==> src/rtl/player_vmotion.sv <==
// Vertical-motion controller for the player sprite: grounded, jump rise,
// gravity fall and ladder-follow, landing on the four platform heights.
module player_vmotion #(
    parameter int unsigned JUMP_HEIGHT = 48,
    parameter int unsigned RISE_STEP   = 4,
    parameter int unsigned GRAVITY     = 1,
    parameter int unsigned MAX_FALL    = 8
) (
    input  logic        clk,
    input  logic        rst_n,
    input  logic        frame_tick,
    input  logic        jump_req,
    input  logic        ladder_active,
    input  logic [11:0] ladder_ypos,
    output logic [11:0] ypos,
    output logic [1:0]  level,
    output logic        airborne,
    output logic        land_pulse
);

    localparam int unsigned YW = 12;
    localparam int unsigned SW = 5;

    localparam logic [YW-1:0] LANDING_POS_1 = 12'd644;
    localparam logic [YW-1:0] LANDING_POS_2 = 12'd479;
    localparam logic [YW-1:0] LANDING_POS_3 = 12'd302;
    localparam logic [YW-1:0] LANDING_POS_4 = 12'd175;

    typedef enum logic [1:0] {GROUNDED, RISE, FALL, LADDER} state_t;

    state_t        state, state_n;
    logic [YW-1:0] ypos_n, apex, apex_n;
    logic [1:0]    level_n, near_idx;
    logic          airborne_n, land_n, jump_latch, latch_n;
    logic [SW-1:0] speed, speed_n;
    logic [SW:0]   speed_inc;
    logic [YW:0]   fall_sum;
    logic signed [YW:0] rise_y;
    logic [YW-1:0] target, best_d, cur_d;

    function automatic logic [YW-1:0] landing_pos(input logic [1:0] idx);
        case (idx)
            2'd0:    landing_pos = LANDING_POS_1;
            2'd1:    landing_pos = LANDING_POS_2;
            2'd2:    landing_pos = LANDING_POS_3;
            default: landing_pos = LANDING_POS_4;
        endcase
    endfunction

    function automatic logic [YW-1:0] abs_diff(input logic [YW-1:0] a, input logic [YW-1:0] b);
        abs_diff = (a >= b) ? (a - b) : (b - a);
    endfunction

    // Nearest landing height to the last sampled ladder position; strict < keeps ties on the lower index.
    always_comb begin
        near_idx = 2'd0;
        best_d   = abs_diff(ypos, LANDING_POS_1);
        cur_d    = '0;
        for (int n = 1; n < 4; n++) begin
            cur_d = abs_diff(ypos, landing_pos(2'(n)));
            if (cur_d < best_d) begin
                best_d   = cur_d;
                near_idx = 2'(n);
            end
        end
    end

    always_comb begin
        state_n   = state;
        ypos_n    = ypos;
        level_n   = level;
        apex_n    = apex;
        speed_n   = speed;
        latch_n   = jump_latch;
        land_n    = 1'b0;
        target    = landing_pos(level);
        rise_y    = $signed({1'b0, ypos}) - $signed((YW+1)'(RISE_STEP));
        fall_sum  = {1'b0, ypos} + (YW+1)'(speed);
        speed_inc = (SW+1)'(speed) + (SW+1)'(GRAVITY);

        if (frame_tick) latch_n = 1'b0;

        case (state)
            GROUNDED: begin
                if (ladder_active) begin
                    state_n = LADDER;
                    latch_n = 1'b0;
                end else begin
                    if (frame_tick && jump_latch) begin
                        state_n = RISE;
                        apex_n  = (ypos >= YW'(JUMP_HEIGHT)) ? (ypos - YW'(JUMP_HEIGHT)) : '0;
                    end else if (jump_req) begin
                        latch_n = 1'b1;
                    end
                end
            end
            RISE: begin
                if (frame_tick) begin
                    if (rise_y <= $signed({1'b0, apex})) begin
                        ypos_n  = apex;
                        speed_n = SW'(GRAVITY);
                        state_n = FALL;
                    end else begin
                        ypos_n = ypos - YW'(RISE_STEP);
                    end
                end
            end
            FALL: begin
                // Landing check uses the pre-increment speed.
                if (frame_tick) begin
                    if (fall_sum >= {1'b0, target}) begin
                        ypos_n  = target;
                        state_n = GROUNDED;
                        land_n  = 1'b1;
                    end else begin
                        ypos_n  = ypos + YW'(speed);
                        speed_n = (speed_inc > (SW+1)'(MAX_FALL)) ? SW'(MAX_FALL) : SW'(speed_inc);
                    end
                end
            end
            default: begin
                if (ladder_active) begin
                    ypos_n = ladder_ypos;
                end else begin
                    level_n = near_idx;
                    ypos_n  = landing_pos(near_idx);
                    state_n = GROUNDED;
                end
            end
        endcase

        airborne_n = (state_n == RISE) || (state_n == FALL);
    end

    always_ff @(posedge clk or negedge rst_n) begin
        if (!rst_n) begin
            state      <= GROUNDED;
            ypos       <= LANDING_POS_1;
            level      <= 2'd0;
            airborne   <= 1'b0;
            land_pulse <= 1'b0;
            speed      <= '0;
            jump_latch <= 1'b0;
            apex       <= '0;
        end else begin
            state      <= state_n;
            ypos       <= ypos_n;
            level      <= level_n;
            airborne   <= airborne_n;
            land_pulse <= land_n;
            speed      <= speed_n;
            jump_latch <= latch_n;
            apex       <= apex_n;
        end
    end

endmodule

==> config.mk <==
export PLATFORM = sky130hd
export DESIGN_NAME = player_vmotion
export DESIGN_NICKNAME = d
export VERILOG_FILES = /design/src/rtl/player_vmotion.sv
export SDC_FILE = /design/constraint.sdc
export NUM_CORES = 1
export LEC_CHECK = 0
export CAP_MARGIN = 15
export CORE_MARGIN = 10
export CORE_UTILIZATION = 25
export DETAILED_ROUTE_END_ITERATION = 16
export HOLD_SLACK_MARGIN = 0.1
export PLACE_DENSITY = 0.43
export SLEW_MARGIN = 5
export SYNTH_ARGS = -nofsm -noshare
export SYNTH_HDL_FRONTEND = slang
export SYNTH_SLANG_ARGS = --single-unit
==> constraint.sdc <==
create_clock -name clk -period 9.39 [get_ports clk]
set_input_delay 1.878 -clock clk [delete_from_list [all_inputs] [get_ports clk]]
set_output_delay 1.878 -clock clk [all_outputs]
set_load 0.01 [all_outputs]
-- Word level (Yosys, flattened, before mapping)
Cells that the tools add are included.
- bits in registers: 36
- bits of input ports: 17
- output and inout port bits: 16
- logic and storage cells: 99
- add/sub/neg operators: 14
- magnitude comparators: 11
- equality and inequality tests: 12
- multiplexer cells: 40
- bitwise gates (word level): 3
- reductions and logical operators: 11
- operator list (cell ; number):
    $mux 12 ; 12
    $pmux 10 s3 ; 2
    $lt 12x12->1 ; 3
    $pmux 12 s3 ; 1
    $mux 5 ; 5
    $ge 12x9->1 const B ; 2
    $sub 12x9->12 const B ; 2
    $sub 9x12->12 const A ; 2
    $mux 2 ; 9
    $add 12x5->13 ; 1
    $ge 13x12->1 ; 1
    $le 13x13->1 ; 1
    $sub 12x3->13 const B ; 1
    $add 12x5->12 ; 1
    $ge 12x10->1 const B ; 1
    $ge 12x6->1 const B ; 1
    $ge 12x8->1 const B ; 1
    $sub 10x12->12 const A ; 1
    $sub 12x10->12 const B ; 1
    $sub 12x3->12 const B ; 1
    $sub 12x6->12 const B ; 1
    $sub 12x8->12 const B ; 1
    $sub 8x12->12 const A ; 1
    $pmux 5 s2 ; 1
    16 further kinds ; 38

-- Depth between registers and ports, before layout
- word-level depth: 12
- gate-level depth with buffers: 39
- gate-level depth less buffers: 35

-- Worst setup path after synthesis
No wires, ideal clock.
- path kind: flip-flop to flip-flop
- start: reg ypos[3]
- end: reg ypos[8]
- setup time: 146 ps
- arrival time: 7807 ps
- data required time: 9244 ps
- setup slack: 1437 ps
- stages on the path, launching flop included: 36
- path buffers: 4
- period minus slack after synthesis: 7953 ps
- cell sequence: dfrtp_1 clkbuf_1 clkinv_1 ha_1 and2_1 o311ai_2 and2_1 buf_2 mux2i_1 xnor2_1 inv_1 ha_1 nand4_1 a211oi_1 or3_1 clkbuf_1 mux2_2 inv_1 ha_1 a21o_1 a21oi_1 or3_1 nand3_1 a21oi_1 buf_2 mux2_2 ha_1 nand3_1 nor3_1 a21bo_2 o211ai_1 a21boi_1 ha_1 nor2b_1 a211oi_1 a221oi_1
- longest elaborated chain between the ends: 12
- elaborated cells between the ends (all ways): 40
- those cells by class: 12 x add/sub; 9 x order compare; 2 x eq/ne; 16 x mux; 1 x reduce/logical
- RTL lines (element ; RTL line ; source):
    from (decl) ; 15 ; output logic [11:0] ypos,
    from (signal assigned) ; 147 ; ypos <= ypos_n;
    $sub 9x12->12 (tied with other cells) ; 51 ; abs_diff = (a >= b) ? (a - b) : (b - a);
    $mux 12 ; 51 ;
    $lt 12x12->1 ; 61 ; if (cur_d < best_d) begin
    $mux 12 ; 61 ;
    $lt 12x12->1 ; 61 ;
    $mux 12 ; 61 ;
    $lt 12x12->1 ; 61 ;
    $mux 2 ; 61 ;
    $eq 2x2->1 (tied with other cells) ; 42 ; case (idx)
    $pmux 10 s3 ; 42 ;
    $mux 12 ; 122 ; if (ladder_active) begin
    $pmux 12 s3 (*) ; 83 ; case (state)
Mark *: on every way between the ends. The rest lies on a longest branch, timed or not. The select of a mux whose other input is x is not followed.
A chain may end at the register's enable or synchronous reset.

-- Worst setup path in the final report
- start: reg ypos[2]
- end: reg ypos[8]
The elaborated chain is that of the path after synthesis.

==> results.yml <==
run_status:
  outcome: "completed"
placement:
  routabilityCongestion: 0.939
  dp.cells: 1110
  place_hpwl_mm: 17.6
  port_buffers: 32
sta:
  worst_pin_slew_ps: 1020
  timing.final.crit_share_pct: 89.8
  fin_crit_ps: 8430
  final_hold_viol_count: 0
  tns_ps: 0
  setup_viol: 0
  slew_violations: 0
  max-slew-margin-rel_pct: 31.7
  finClkSkew_ps: 7.57
  rsz0062_at_grt: "no"
  max_freq_mhz: 119
grt:
  grt_pass1_vias: 5721
  track_usage_pct: 14.4
  grt.overflow.total: 0
  grt_pass1_wl_mm: 34.7
  grt_max_degree: 37
  antenna_found_initial: 0
routing:
  drc_errors: 0
  ant_nets: 0
  via_per_inst: 5.17
  wirelength_mm: 22.3
  routedWlPerCell_um: 20.0
  num_vias: 5778
  drt_iter0_markers: 352
  drtPass1Iterations: 5
clock_tree:
  clk_pin_slew_ps: 60
  cts_max_path_buffers: 2
  cts_tree: "done"
  h-tree-depth: 2
  ctsRootBufferMaster: "clkbuf_16"
  post_cts_buffers: 0
  numCtsBuffers: 5
  clock_latency_ps: 280
  cts_num_sinks: 36
synth:
  async_flop_share_pct: 100
  synth.distinct_cells: 77
  synth-edff-count: 0
  yosysWarnings: 0
  synthCells: 782
  yosys_most_used_dff: "dfrtp_1"
  syn-mean-instance-area_um2: 7.75
  synth.yosys.seq_area_share_pct: 14.9
  syn_area_um2: 6060
  synth_nets: 893
  ys_ff_latch: 36
setup_path:
  r2r_cells: 34
  slowest_stage: "o311ai_2"
  critPathBufInv: 3
  critical_path_required_ps: 9540
  cp-end-kind: "flip-flop"
  arrival_ps: 8590
  crit_cells: 34
  crit_family: "compound AO/OA/AOI/OAI gates"
  critPathKind: "reg2reg"
  slowest_delay_ps: 550
  cp_max_fo: 10
  crit_top_cell: "ha_1"
  startpoint_type: "flip-flop"
  reg2reg_setup_slack_ps: 960
hold_path:
  hold_class: "reg2reg"
  hold_depth: 2
floorplan:
  ios: 33
  start_util_pct: 25.6
  die-area_um2: 30900
  die_height_um: 176
  std_cell_rows: 56
  core_area_um2: 23700
  dieWidth_um: 176
final_layout:
  layout-drive-gt1-share_pct: 7.63
  n_fill_cell: 2604
  syn_to_final_growth_pct: 14.0
  num_antenna_cells: 0
  finalNetCount: 909
  finalNonFillerCells: 1118
job:
  cap_violations: 0
kinds of logic (layout without fill, tap and decap cells):
| kind of cell | count (synthesis) | after routing | synth area share, % |
|---|---|---|---|
| buf+inv | 103 | 120 | 6.86 |
| compound gates | 242 | 242 | 26.6 |
| simple gates | 216 | 216 | 17.7 |
| flops | 36 | 36 | 14.9 |
| mux | 39 | 39 | 6.80 |
| fa+ha+maj | 94 | 94 | 19.5 |
| xor+xnor | 52 | 52 | 7.52 |
metrics by stage:
step | setup WS, ps | hold slack [ps] | cell area, um^2 | utilization (%)
after floorplan | 1440 | 450 | 6060 | -
after global placement | 895 | 466 | 6740 | 28.4
after CTS | 720 | 488 | 6900 | 29.1
final | 956 | 487 | 6910 | 29.2
after detailed placement | 747 | 474 | 6740 | 28.4
after global routing | 152 | 518 | 6910 | 29.2
worst reg2reg max path, delay by kind of cell, from the launching register on:
family | cells | cell delay [ps]
flops | 1 | 430
buf+inv | 3 | 520
compound gates | 15 | 2990
mux | 2 | 590
fa+ha+maj | 5 | 1400
simple gates | 9 | 2370
sequential cells by signal, indices dropped and copies added, names as in the netlist:
signal,flops
jump_latch,1
speed,5
state,2
ypos,12
level,2
airborne,1
apex,12
land_pulse,1
routing by layer:
metal  vias up  share of wire, %  global-route usage [%]
met1      2724                46                    19.3
li1       2880                 -                       -
met4         0               1.0                    2.65
met2       156                47                    23.7
met5         -                 0                       0
met3        18               5.8                    2.59
area by class of cell:
cell class	instances	area, um^2	share of cell area (%)
tap	319	399	5.78
timing repair buffer	53	473	6.85
inverter	59	221	3.21
clock buffer	6	129	1.87
multi-input combinational	643	4740	68.7
sequential	36	905	13.1
clock inverter	2	35.0	0.507
layout by cell type, fill, tap and decap left out, types with 6 or more instances in the layout:
master and instances:
nor2_1 50, and2_1 10, clkdlybuf4s50_1 31, a21o_1 8
nand3b_1 6, mux2i_1 25, nor3_1 12, inv_1 55
o31a_1 6, o21a_1 13, o211ai_1 13, o21ai_1 16
nand2b_1 6, or3_1 6, a211oi_1 16, ha_1 93
a21oi_1 69, nor2b_1 8, mux2_2 7, xor2_1 12
mux2_1 6, o21ai_0 32, xnor2_1 40, nand4_1 9
nor4_1 6, nand2_1 63, nand3_1 18, a221oi_1 9
and3_1 6, dfrtp_1 33, buf_4 21
what timing repair did:
action | in CTS | in global routing
gates resized for setup | 0 | 2
endpoints found under the setup margin | 0 | 4
hold buffers | 0 | 0
cells in the mapped netlist (3+ instances only):
master / n / area [um^2]
a311oi_1: 3 / 26.3
and4_1: 4 / 35.0
dfrtp_1: 33 / 826
a211o_1: 4 / 35.0
o21a_1: 13 / 97.6
xor2_1: 12 / 105
o2111ai_1: 4 / 35.0
clkbuf_1: 27 / 101
a211oi_1: 16 / 120
or3_1: 6 / 37.5
mux2_2: 7 / 78.8
nand4_1: 9 / 56.3
a2bb2oi_1: 3 / 26.3
ha_1: 93 / 1160
o31a_1: 6 / 52.6
o211ai_1: 13 / 97.6
a21oi_1: 70 / 350
a21boi_1: 4 / 30.0
o221ai_1: 3 / 26.3
dfstp_2: 3 / 78.8
and3_1: 6 / 37.5
a31oi_1: 5 / 31.3
nand2b_1: 6 / 37.5
xnor2_1: 40 / 350
inv_1: 55 / 206
inv_2: 3 / 11.3
mux2_1: 6 / 67.6
a221oi_1: 9 / 78.8
nand2_1: 63 / 236
nand3_1: 18 / 90.1
o21ai_0: 32 / 160
o21ai_1: 16 / 80.1
and2_1: 10 / 62.6
o21bai_1: 4 / 30.0
nor2_1: 50 / 188
nor3_1: 12 / 60.1
nor2b_1: 8 / 50.1
o31ai_1: 4 / 30.0
nor4_1: 6 / 37.5
a21o_1: 8 / 60.1
nand3b_1: 6 / 45.0
a2111oi_0: 3 / 26.3
buf_1: 4 / 15.0
mux2i_1: 25 / 250
buf_2: 11 / 55.1
final timing paths:
check / start / endpoint
max: ypos[2] / ypos[8]
min in group asynchronous: rst_n / speed[4]
max in group asynchronous: rst_n / ypos[5]
min: apex[2] / apex[2]
min reg2reg: apex[2] / apex[2]
max reg2reg: ypos[2] / ypos[8]
Power is left out: the tool's default activity adds up to more than one toggle a clock period on the data nets, which glitch-free logic cannot reach.
